$ cat src/rtl/seq_slice_pkg.sv
`default_nettype none
// ============================================================================
// Module   : seq_slice_pkg
// Purpose  : Shared encodings for the microprogram sequencer slice: next
//            address source selects and the decoded stack operation.
// Contents : SEL_* source encodings, stk_op_e enum, stk_op_decode().
// Revision : 1.0 - initial parametrised release
// ============================================================================
package seq_slice_pkg;

  localparam logic [1:0] SEL_PC  = 2'd0;
  localparam logic [1:0] SEL_AR  = 2'd1;
  localparam logic [1:0] SEL_STK = 2'd2;
  localparam logic [1:0] SEL_DIN = 2'd3;

  typedef enum logic [1:0] {
    STK_NOP  = 2'd0,
    STK_PUSH = 2'd1,
    STK_POP  = 2'd2
  } stk_op_e;

  function automatic stk_op_e stk_op_decode(input logic en, input logic push);
    if (!en)      return STK_NOP;
    else if (push) return STK_PUSH;
    else           return STK_POP;
  endfunction

endpackage
`default_nettype wire

$ cat src/rtl/seq_slice_n_lifo.sv
`default_nettype none
// ============================================================================
// Module   : seq_lifo
// Purpose  : Subroutine return-address LIFO of DEPTH entries. Refuses pushes
//            when full and pops when empty, signalling each refusal with a
//            single-cycle error pulse.
// Ports    : clock, reset         - clock, synchronous active-high reset
//            op                   - decoded stack operation
//            wdata [WIDTH]        - value pushed
//            tos   [WIDTH]        - top of stack (0 when empty)
//            count [CNTW]         - occupancy
//            full, empty          - occupancy flags
//            err_pulse            - this cycle's op was refused
// Revision : 1.0 - initial parametrised release
// ============================================================================
module seq_lifo
  import seq_slice_pkg::*;
#(
  parameter int WIDTH = 4,
  parameter int DEPTH = 4,
  parameter int CNTW  = $clog2(DEPTH + 1)
) (
  input  logic             clock,
  input  logic             reset,
  input  stk_op_e          op,
  input  logic [WIDTH-1:0] wdata,
  output logic [WIDTH-1:0] tos,
  output logic [CNTW-1:0]  count,
  output logic             full,
  output logic             empty,
  output logic             err_pulse
);

  localparam int AW = (DEPTH > 1) ? $clog2(DEPTH) : 1;

  logic [WIDTH-1:0] r_mem [0:DEPTH-1];
  logic [CNTW-1:0]  r_count;
  logic [CNTW-1:0]  w_count_m1;
  logic [AW-1:0]    w_wr_idx;
  logic [AW-1:0]    w_rd_idx;
  logic             w_do_push;
  logic             w_do_pop;

  assign full  = (r_count == CNTW'(DEPTH));
  assign empty = (r_count == '0);
  assign count = r_count;

  // Indices are only used while the count keeps them in range
  // (push when not full, read when not empty), so the truncation is safe.
  assign w_count_m1 = r_count - CNTW'(1);
  assign w_wr_idx   = r_count[AW-1:0];
  assign w_rd_idx   = w_count_m1[AW-1:0];

  assign w_do_push = (op == STK_PUSH) && !full;
  assign w_do_pop  = (op == STK_POP)  && !empty;
  assign err_pulse = ((op == STK_PUSH) && full) || ((op == STK_POP) && empty);

  assign tos = empty ? '0 : r_mem[w_rd_idx];

  always_ff @(posedge clock) begin
    if (reset) begin
      r_count <= '0;
    end else if (w_do_push) begin
      r_count <= r_count + CNTW'(1);
    end else if (w_do_pop) begin
      r_count <= w_count_m1;
    end
  end

  // Storage is left uncleared by reset: an empty stack never exposes it.
  always_ff @(posedge clock) begin
    if (!reset && w_do_push) begin
      r_mem[w_wr_idx] <= wdata;
    end
  end

endmodule
`default_nettype wire

$ cat src/rtl/seq_slice_n.sv
`default_nettype none
// ============================================================================
// Module   : seq_slice_n
// Purpose  : Parametrised microprogram sequencer slice. Selects the next
//            microaddress from PC, AR, top of stack or din; holds PC with
//            optional increment, a loadable/decrementing address register,
//            and a subroutine LIFO with sticky error flag.
// Ports    : clock, reset               - clock, sync active-high reset
//            din, sel, zero_n, cin      - address input, source, force-zero, carry
//            ar_ld, ar_dec              - AR load / decrement
//            stk_en, stk_push, clr_err  - stack control, sticky error clear
//            yout, cout                 - next microaddress, all-ones carry
//            ar_zero                    - AR == 0
//            stack_full, stack_empty, stack_err, sp_count - stack status
// Revision : 1.0 - initial parametrised release
// ============================================================================
module seq_slice_n
  import seq_slice_pkg::*;
#(
  parameter int WIDTH = 4,
  parameter int DEPTH = 4,
  parameter int CNTW  = $clog2(DEPTH + 1)
) (
  input  logic             clock,
  input  logic             reset,
  input  logic [WIDTH-1:0] din,
  input  logic [1:0]       sel,
  input  logic             zero_n,
  input  logic             cin,
  input  logic             ar_ld,
  input  logic             ar_dec,
  input  logic             stk_en,
  input  logic             stk_push,
  input  logic             clr_err,
  output logic [WIDTH-1:0] yout,
  output logic             cout,
  output logic             ar_zero,
  output logic             stack_full,
  output logic             stack_empty,
  output logic             stack_err,
  output logic [CNTW-1:0]  sp_count
);

  logic [WIDTH-1:0] r_pc;
  logic [WIDTH-1:0] r_ar;
  logic             r_err;
  logic [WIDTH-1:0] w_tos;
  logic [WIDTH-1:0] w_mux;
  logic             w_err_pulse;
  stk_op_e          w_op;

  assign w_op = stk_op_decode(stk_en, stk_push);

  // The LIFO pushes the PC value from before this edge, i.e. the address of
  // the calling microinstruction plus whatever increment was already applied.
  seq_lifo #(
    .WIDTH (WIDTH),
    .DEPTH (DEPTH),
    .CNTW  (CNTW)
  ) u_lifo (
    .clock     (clock),
    .reset     (reset),
    .op        (w_op),
    .wdata     (r_pc),
    .tos       (w_tos),
    .count     (sp_count),
    .full      (stack_full),
    .empty     (stack_empty),
    .err_pulse (w_err_pulse)
  );

  // TOS comes straight from current (pre-op) state, so a pop with SEL_STK
  // returns to the address being popped.
  always_comb begin
    w_mux = r_pc;
    case (sel)
      SEL_PC:  w_mux = r_pc;
      SEL_AR:  w_mux = r_ar;
      SEL_STK: w_mux = w_tos;
      SEL_DIN: w_mux = din;
      default: w_mux = r_pc;
    endcase
  end

  assign yout    = zero_n ? w_mux : '0;
  assign cout    = &yout;
  assign ar_zero = (r_ar == '0);
  assign stack_err = r_err;

  always_ff @(posedge clock) begin
    if (reset) begin
      r_pc <= '0;
    end else begin
      r_pc <= yout + {{(WIDTH-1){1'b0}}, cin};
    end
  end

  always_ff @(posedge clock) begin
    if (reset) begin
      r_ar <= '0;
    end else if (ar_ld) begin
      r_ar <= din;
    end else if (ar_dec && !ar_zero) begin
      r_ar <= r_ar - WIDTH'(1);
    end
  end

  // A fresh error outranks a simultaneous clear.
  always_ff @(posedge clock) begin
    if (reset) begin
      r_err <= 1'b0;
    end else if (w_err_pulse) begin
      r_err <= 1'b1;
    end else if (clr_err) begin
      r_err <= 1'b0;
    end
  end

endmodule
`default_nettype wire

$ cat config.mk
export PLATFORM = sky130hd
export DESIGN_NAME = seq_slice_n
export DESIGN_NICKNAME = d
export VERILOG_FILES = /design/src/rtl/seq_slice_pkg.sv /design/src/rtl/seq_slice_n_lifo.sv /design/src/rtl/seq_slice_n.sv
export SDC_FILE = /design/constraint.sdc
export NUM_CORES = 1
export LEC_CHECK = 0
export ABC_AREA = 1
export BUFFER_PORTS_ARGS = -buffer_cell sky130_fd_sc_hd__buf_2
export CORE_UTILIZATION = 40
export DETAILED_ROUTE_END_ITERATION = 12
export SLEW_MARGIN = 10
export SYNTH_ARGS = -nofsm -noshare
export SYNTH_HDL_FRONTEND = slang
export SYNTH_SLANG_ARGS = --single-unit
$ cat constraint.sdc
create_clock -name clock -period 2.2 [get_ports clock]
set_input_delay 0.33 -clock clock [delete_from_list [all_inputs] [get_ports clock]]
set_output_delay 0.33 -clock clock [all_outputs]
set_load 0.03 [all_outputs]
==> metrics.txt, run 1 <==
IO Count 27; ordered list of cells on the worst path inv_4, ha_4, o21ai_2, o22ai_1, nand2_1, a21oi_4, and3_4, buf_6; number of diodes 0; measured slew at the worst slew-check pin 412 ps; Initial Utilization 41.5%; Worst Skew 8.12 ps; Data required, critical path 1870 ps; Vias/cell 4.70; FP Rows 22; cell count after synthesis 188; final cell count without fillers ~280; Final Hold Vio Count 0; Synth Area in Adders 6.58%; Hold Crit Class in -> reg; reg2reg start u_lifo.count[1]$_SDFFE_PP0P_; power per cell area 704 nW/um^2; critical path fanouts, max 7; hold_ws approximately 300 ps; Max Fclk 464 MHz; Final Setup Violations 0; largest family of logic cells by synthesized area simple AND/OR/NAND/NOR gates; peak supply drop 0.278 mV; gr ovfl total 0; Detailed Routing Iterations Pass 1 5; pin count of the biggest net entering global routing 17; setup TNS 0 ps; Iteration-0 DRC Markers 30; CTS hold repair buffers 0; # fillers 371; Distinct cells, synth 25; crit path capture type primary output; Max clock buf depth 2; Leak Pwr 0.924 nW; GP Congestion approximately 0.77; first-pass GRT wire length approximately 5300 um; Mean Syn Cell Area approximately 8.1 sq um; IO buf count 26; number of synthesized flops with an enable pin 16; Synth Flop Type edfxtp_1; final period demand of the worst path 2150 ps; Reg clk slew, reported paths 100 ps; CP top delay family compound AO/OA/AOI/OAI gates; Critical Path Max Stage Delay 360 ps; Layout area overhead 25.4%; Synth Area in XOR/XNOR 0.576%; Max Cap Viol 0; pins over their slew limit 0; HPWL Detailed 2520 um; clock latency on the worst-skew pair 280 ps; Setup CP Type reg -> out; post-synthesis compound-gate area fraction 12.1%; Sink Count 28; relative slew slack 72.5%; Routed WL 3250 um; DIE AREA roughly 4000 sq um; die height 63.7 um; Syn Std Cell Area 1520 sq um; share of layout cells above drive strength 1 roughly 27%; dpl cells 265; commonest non-fill, non-tap cell in the layout inv_1; Core ar. 3660 sq um; total number of H-tree levels 1; wire length per cell ~12 um; post-synthesis mux area share 0%; CTS Buf Count 3; vias in the first global route around 1.2k; initial antenna violation count 0; TritonCTS clock tree done; HP Start reset; CP startpoint u_lifo.count[1]$_SDFFE_PP0P_; detailed-route via count 1292; RSZ-0062 raised after global routing yes; Remaining DRCs 0; commonest cells after routing, fill and taps aside inv_1 (35), nand2_1 (34), buf_2 (25), nor2_1 (20), edfxtp_1 (16); post-synthesis async set-or-reset flop share 0%; CP startpoint kind flop; antenna viol nets, final 0; register area share after synthesis between 40% and 50%; Synth warnings 0; Clock Tree Root clkbuf_8; pre-CTS WS between 100 and 150 ps; setup ws final 45.6 ps; WP buf/inv 2; synthesis-stage register bit count 28; Synth Net Count 211; final worst path period share between 90% and 100%; CP arrival 1820 ps; Tot GR Track Use 17.2%; outcome finished clean; die width 63.7 um; # nets final 251; Simple-Gate Fraction of Synth Area 22.7%; Critical-path top delay cell dfxtp_2
## registers in the layout, indices dropped and copies added (netlist names)
signal	cells
u_lifo.r_mem	16
r_ar	4
r_pc	4
u_lifo.count	3
stack_err	1
## what timing repair did
item                                    CTS  global route
gates resized for setup                   6             8
buffers inserted                          2             4
pin swaps                                 4             8
endpoints found under the setup margin    3             1
## where the power goes
group          switching (W)  internal, W
Clock               0.000161     0.000244
Sequential         0.0000196     0.000579
Combinational       0.000210     0.000128
Total               0.000391     0.000951
## synthesized netlist by cell type (2+ instances only)
master	n	area (sq um)
inv_1	38	143
nor2_1	22	82.6
nand2_1	34	128
ha_1	8	100
a31oi_1	4	25.0
nand2_2	2	12.5
inv_2	3	11.3
o21ai_0	11	55.1
a21oi_1	7	35.0
o21ai_1	4	20.0
edfxtp_1	16	480
dfxtp_1	12	240
nand3_1	14	70.1
o221ai_1	2	17.5
## cells by family after synthesis
family / count (synthesis)
and+or+nand+nor: 78
buffers and inverters: 42
AOI/OAI and AO/OA: 31
DFF: 28
adders and majority gates: 8
xor gates and xnor gates: 1
## through the flow
step                      instance area (sq um)  power (W)  util, %
after floorplan                            1540   0.000815        -
after global placement                     1760   0.000909     48.0
after detailed placement                   1760   0.000910     48.0
after CTS                                  1860    0.00133     50.9
after global routing                       1910    0.00142     52.1
final                                      1910    0.00134     52.1
## worst paths after layout
check / endpoint / slack, ps / cells past startpoint
worst max-delay path: cout / 50 / 8
worst min-delay path: r_pc[0]$_SDFF_PP0_ / 300 / 2
worst max register to register: r_pc[1]$_SDFF_PP0_ / 240 / 11
worst min register to register: stack_err$_SDFFE_PP0P_ / 490 / 2
## per-layer routing
| metal | GRT usage [%] | vias up | part of all wire [%] |
|---|---|---|---|
| li1 | - | 681 | - |
| met1 | 20.7 | 593 | 45 |
| met2 | 30.7 | 16 | 52 |
| met3 | 2.54 | 2 | 1.9 |
| met4 | 5.97 | 0 | 0.62 |
| met5 | 0 | - | 0 |
## cell type report
class                           count  area (sq um)  area share (%)
Clock buffer                        3          41.3            2.17
Inverter                           41           159            8.33
Tap cell                           48          60.1            3.15
Sequential cell                    28           726            38.1
Clock inverter                      1          30.0            1.57
Timing Repair Buffer               36           211            11.1
Multi-Input combinational cell    118           679            35.6
(Power assumes the default switching activity.)
==> inputs of run 2 (changes only) <==
--- a/config.mk
+++ b/config.mk
@@ -9,6 +9,7 @@
 export BUFFER_PORTS_ARGS = -buffer_cell sky130_fd_sc_hd__buf_2
 export CORE_UTILIZATION = 40
 export DETAILED_ROUTE_END_ITERATION = 12
+export SETUP_SLACK_MARGIN = 0.3
 export SLEW_MARGIN = 10
 export SYNTH_ARGS = -nofsm -noshare
 export SYNTH_HDL_FRONTEND = slang
==> run 2 against run 1 <==
Clock skew down 4.2 ps. Largest power group unchanged. Register-to-register slack improved by 70 ps. Core utilization is 4.1 points higher. Worst hold slack better by 4.1 ps. Via count is 2.4% higher.
==> metrics.txt, run 2 (synthesis gave the netlist of run 1 again) <==
initial antenna violation count 0 (unchanged); Routed WL 3240 um (-0.28%); hold_ws 304 ps (+4.10 ps); power per cell area 677 nW/um^2 (-3.8%); Data required, critical path 1870 ps (about the same); gr ovfl total 0 (unchanged); peak supply drop 0.290 mV (+4.4%); Leak Pwr 0.972 nW (+5.2%); GP Congestion 0.799 (+3.6%); Core ar. 3660 sq um (unchanged); outcome finished clean; final worst path period share 97.1% (-0.86 points); R2R cell count 13 (+2); CTS Buf Count 3 (unchanged); Max clock buf depth 2 (unchanged); die height 63.7 um (unchanged); Reg clk slew, reported paths 100 ps (about the same); CP arrival 1810 ps (about the same); HPWL Detailed 2430 um (-3.7%); Top Registers u_lifo.r_mem: 16 flops, r_ar: 4 flops, r_pc: 4 flops; detailed-route via count 1323 (+2.4%); CP startpoint kind flop; relative slew slack 71.1% (-1.3 points); Clock Tree Root clkbuf_8; wire length per cell 11.5 um (-2.8%); Overall Power 0.00139 W (+3.8%); vias in the first global route 1299 (+8.3%); TritonCTS clock tree done; Remaining DRCs 0 (unchanged); Setup CP Type reg -> out; # fillers 375 (+1.1%); reg2reg start u_lifo.count[0]$_SDFFE_PP0P_; Max Cap Viol 0 (unchanged); first-pass GRT wire length 5530 um (+4.4%); Max Fclk 468 MHz (+0.89%); Initial Utilization 41.5% (unchanged); Final Util 56.2% (+4.1 points); ordered list of cells on the worst path inv_8, ha_4, inv_4, nor2_4, nor3_4, buf_4, nand2_2, a21oi_4, and3_4, buf_6; antenna viol nets, final 0 (unchanged); r2r endpoint r_pc[2]$_SDFF_PP0_; RSZ-0062 raised after global routing yes; setup TNS 0 ps (unchanged); max FFs per register 16 (unchanged); final cell count without fillers 282 (+2.5%); Critical Path Max Stage Delay 390 ps (+30 ps); Sink Count 28 (unchanged); Final Setup Violations 0 (unchanged); hold worst-path end r_pc[0]$_SDFF_PP0_; Detailed Routing Iterations Pass 1 4 (-1); Final Hold Vio Count 0 (unchanged); measured slew at the worst slew-check pin 431 ps (+19.8 ps); IO buf count 26 (unchanged); Worst Skew 3.89 ps (-4.23 ps); clock latency on the worst-skew pair 270 ps (about the same); pins over their slew limit 0 (unchanged); hold depth 2 (unchanged); Iteration-0 DRC Markers 39 (+30%); Tot GR Track Use 17.3% (+0.17 points); Vias/cell 4.69 (-0.14%); commonest non-fill, non-tap cell in the layout inv_1; total number of H-tree levels 1 (unchanged); FP Rows 22 (unchanged); Critical-path top delay cell dfxtp_4; die width 63.7 um (unchanged); critical path fanouts, max 4 (-3); Layout area overhead 35.4%; Biggest register u_lifo.r_mem; pin count of the biggest net entering global routing 17 (unchanged); crit path capture type primary output; # nets final 258 (+2.8%); commonest cells after routing, fill and taps aside inv_1 (34), nand2_1 (31), nor2_1 (21), buf_2 (21), edfxtp_1 (16); HP Start reset; R2R setup slack 310 ps (+70 ps); Hold Crit Class in -> reg; dpl cells 263 (-0.75%); final period demand of the worst path 2140 ps (-18.9 ps); number of diodes 0 (unchanged); DIE AREA 4050 sq um (unchanged); IO Count 27 (unchanged); share of layout cells above drive strength 1 32.5% (+5.6 points)
[run 2: cell count changes in the layout (fill, tap and decap cells not counted), moves of 3 or more]
cell / before / now
nand2_1: 34 / 31
buf_2: 25 / 21
buf_4: 10 / 15
buf_6: 1 / 7
nand2_2: 2 / 5
[run 2: worst max-delay path: cells and delay by family, from the launching register on]
kind / cells / cell delay, ps
fa+ha+maj: 1 / 160
compound gates: 1 / 160
flops: 1 / 390
simple gates: 4 / 470
buf+inv: 4 / 360
[run 2: through the flow]
| stage | setup WS, ps | instance area, sq um |
|---|---|---|
| detailed placement | 206 | 1790 |
| CTS | -18.1 | 1970 |
| finish | 64.6 | 2060 |
| floorplan | 152 | 1590 |
| global placement | 220 | 1790 |
| global route | -47.7 | 2060 |
[run 2: timing repair]
action	CTS	global route
gates resized for setup	13	17
setup buffers	11	4
hold endpoints to repair	0	0
pin swaps	10	14
endpoints found under the setup margin	7	8
hold buffers	0	0
[run 2: report_power, final]
| part | internal (W) | switching [W] | total [W] |
|---|---|---|---|
| Sequential | 0.000579 | 0.0000203 | 0.000599 |
| Clock | 0.000244 | 0.000159 | 0.000403 |
| Combinational | 0.000163 | 0.000228 | 0.000391 |
[run 2: how the worst max path moves through the flow]
stage	start	to	slack (ps)
floorplan	u_lifo.count[0]$_SDFFE_PP0P_	r_pc[1]$_SDFF_PP0_	150
finish	u_lifo.count[0]$_SDFFE_PP0P_	cout	60
global placement	u_lifo.count[1]$_SDFFE_PP0P_	cout	220
CTS	u_lifo.count[0]$_SDFFE_PP0P_	cout	-20
global route	u_lifo.count[1]$_SDFFE_PP0P_	cout	-50
detailed placement	u_lifo.count[1]$_SDFFE_PP0P_	cout	210
[run 2: layout make-up]
cell class / count / area [sq um] / area share (%)
repair buffers: 43 / 297 / 14.4
clock inverters: 1 / 30.0 / 1.46
inverters: 41 / 171 / 8.33
flip-flops and latches: 28 / 728 / 35.4
multi-input cells: 118 / 731 / 35.5
clock buffers: 3 / 41.3 / 2.01
well taps: 48 / 60.1 / 2.92
[run 2: routing by layer]
layer	GRT usage, %	wire [um]
met3	2.54	90
met2	30.5	1630
met1	22.1	1500
met5	0	0
met4	4.26	17
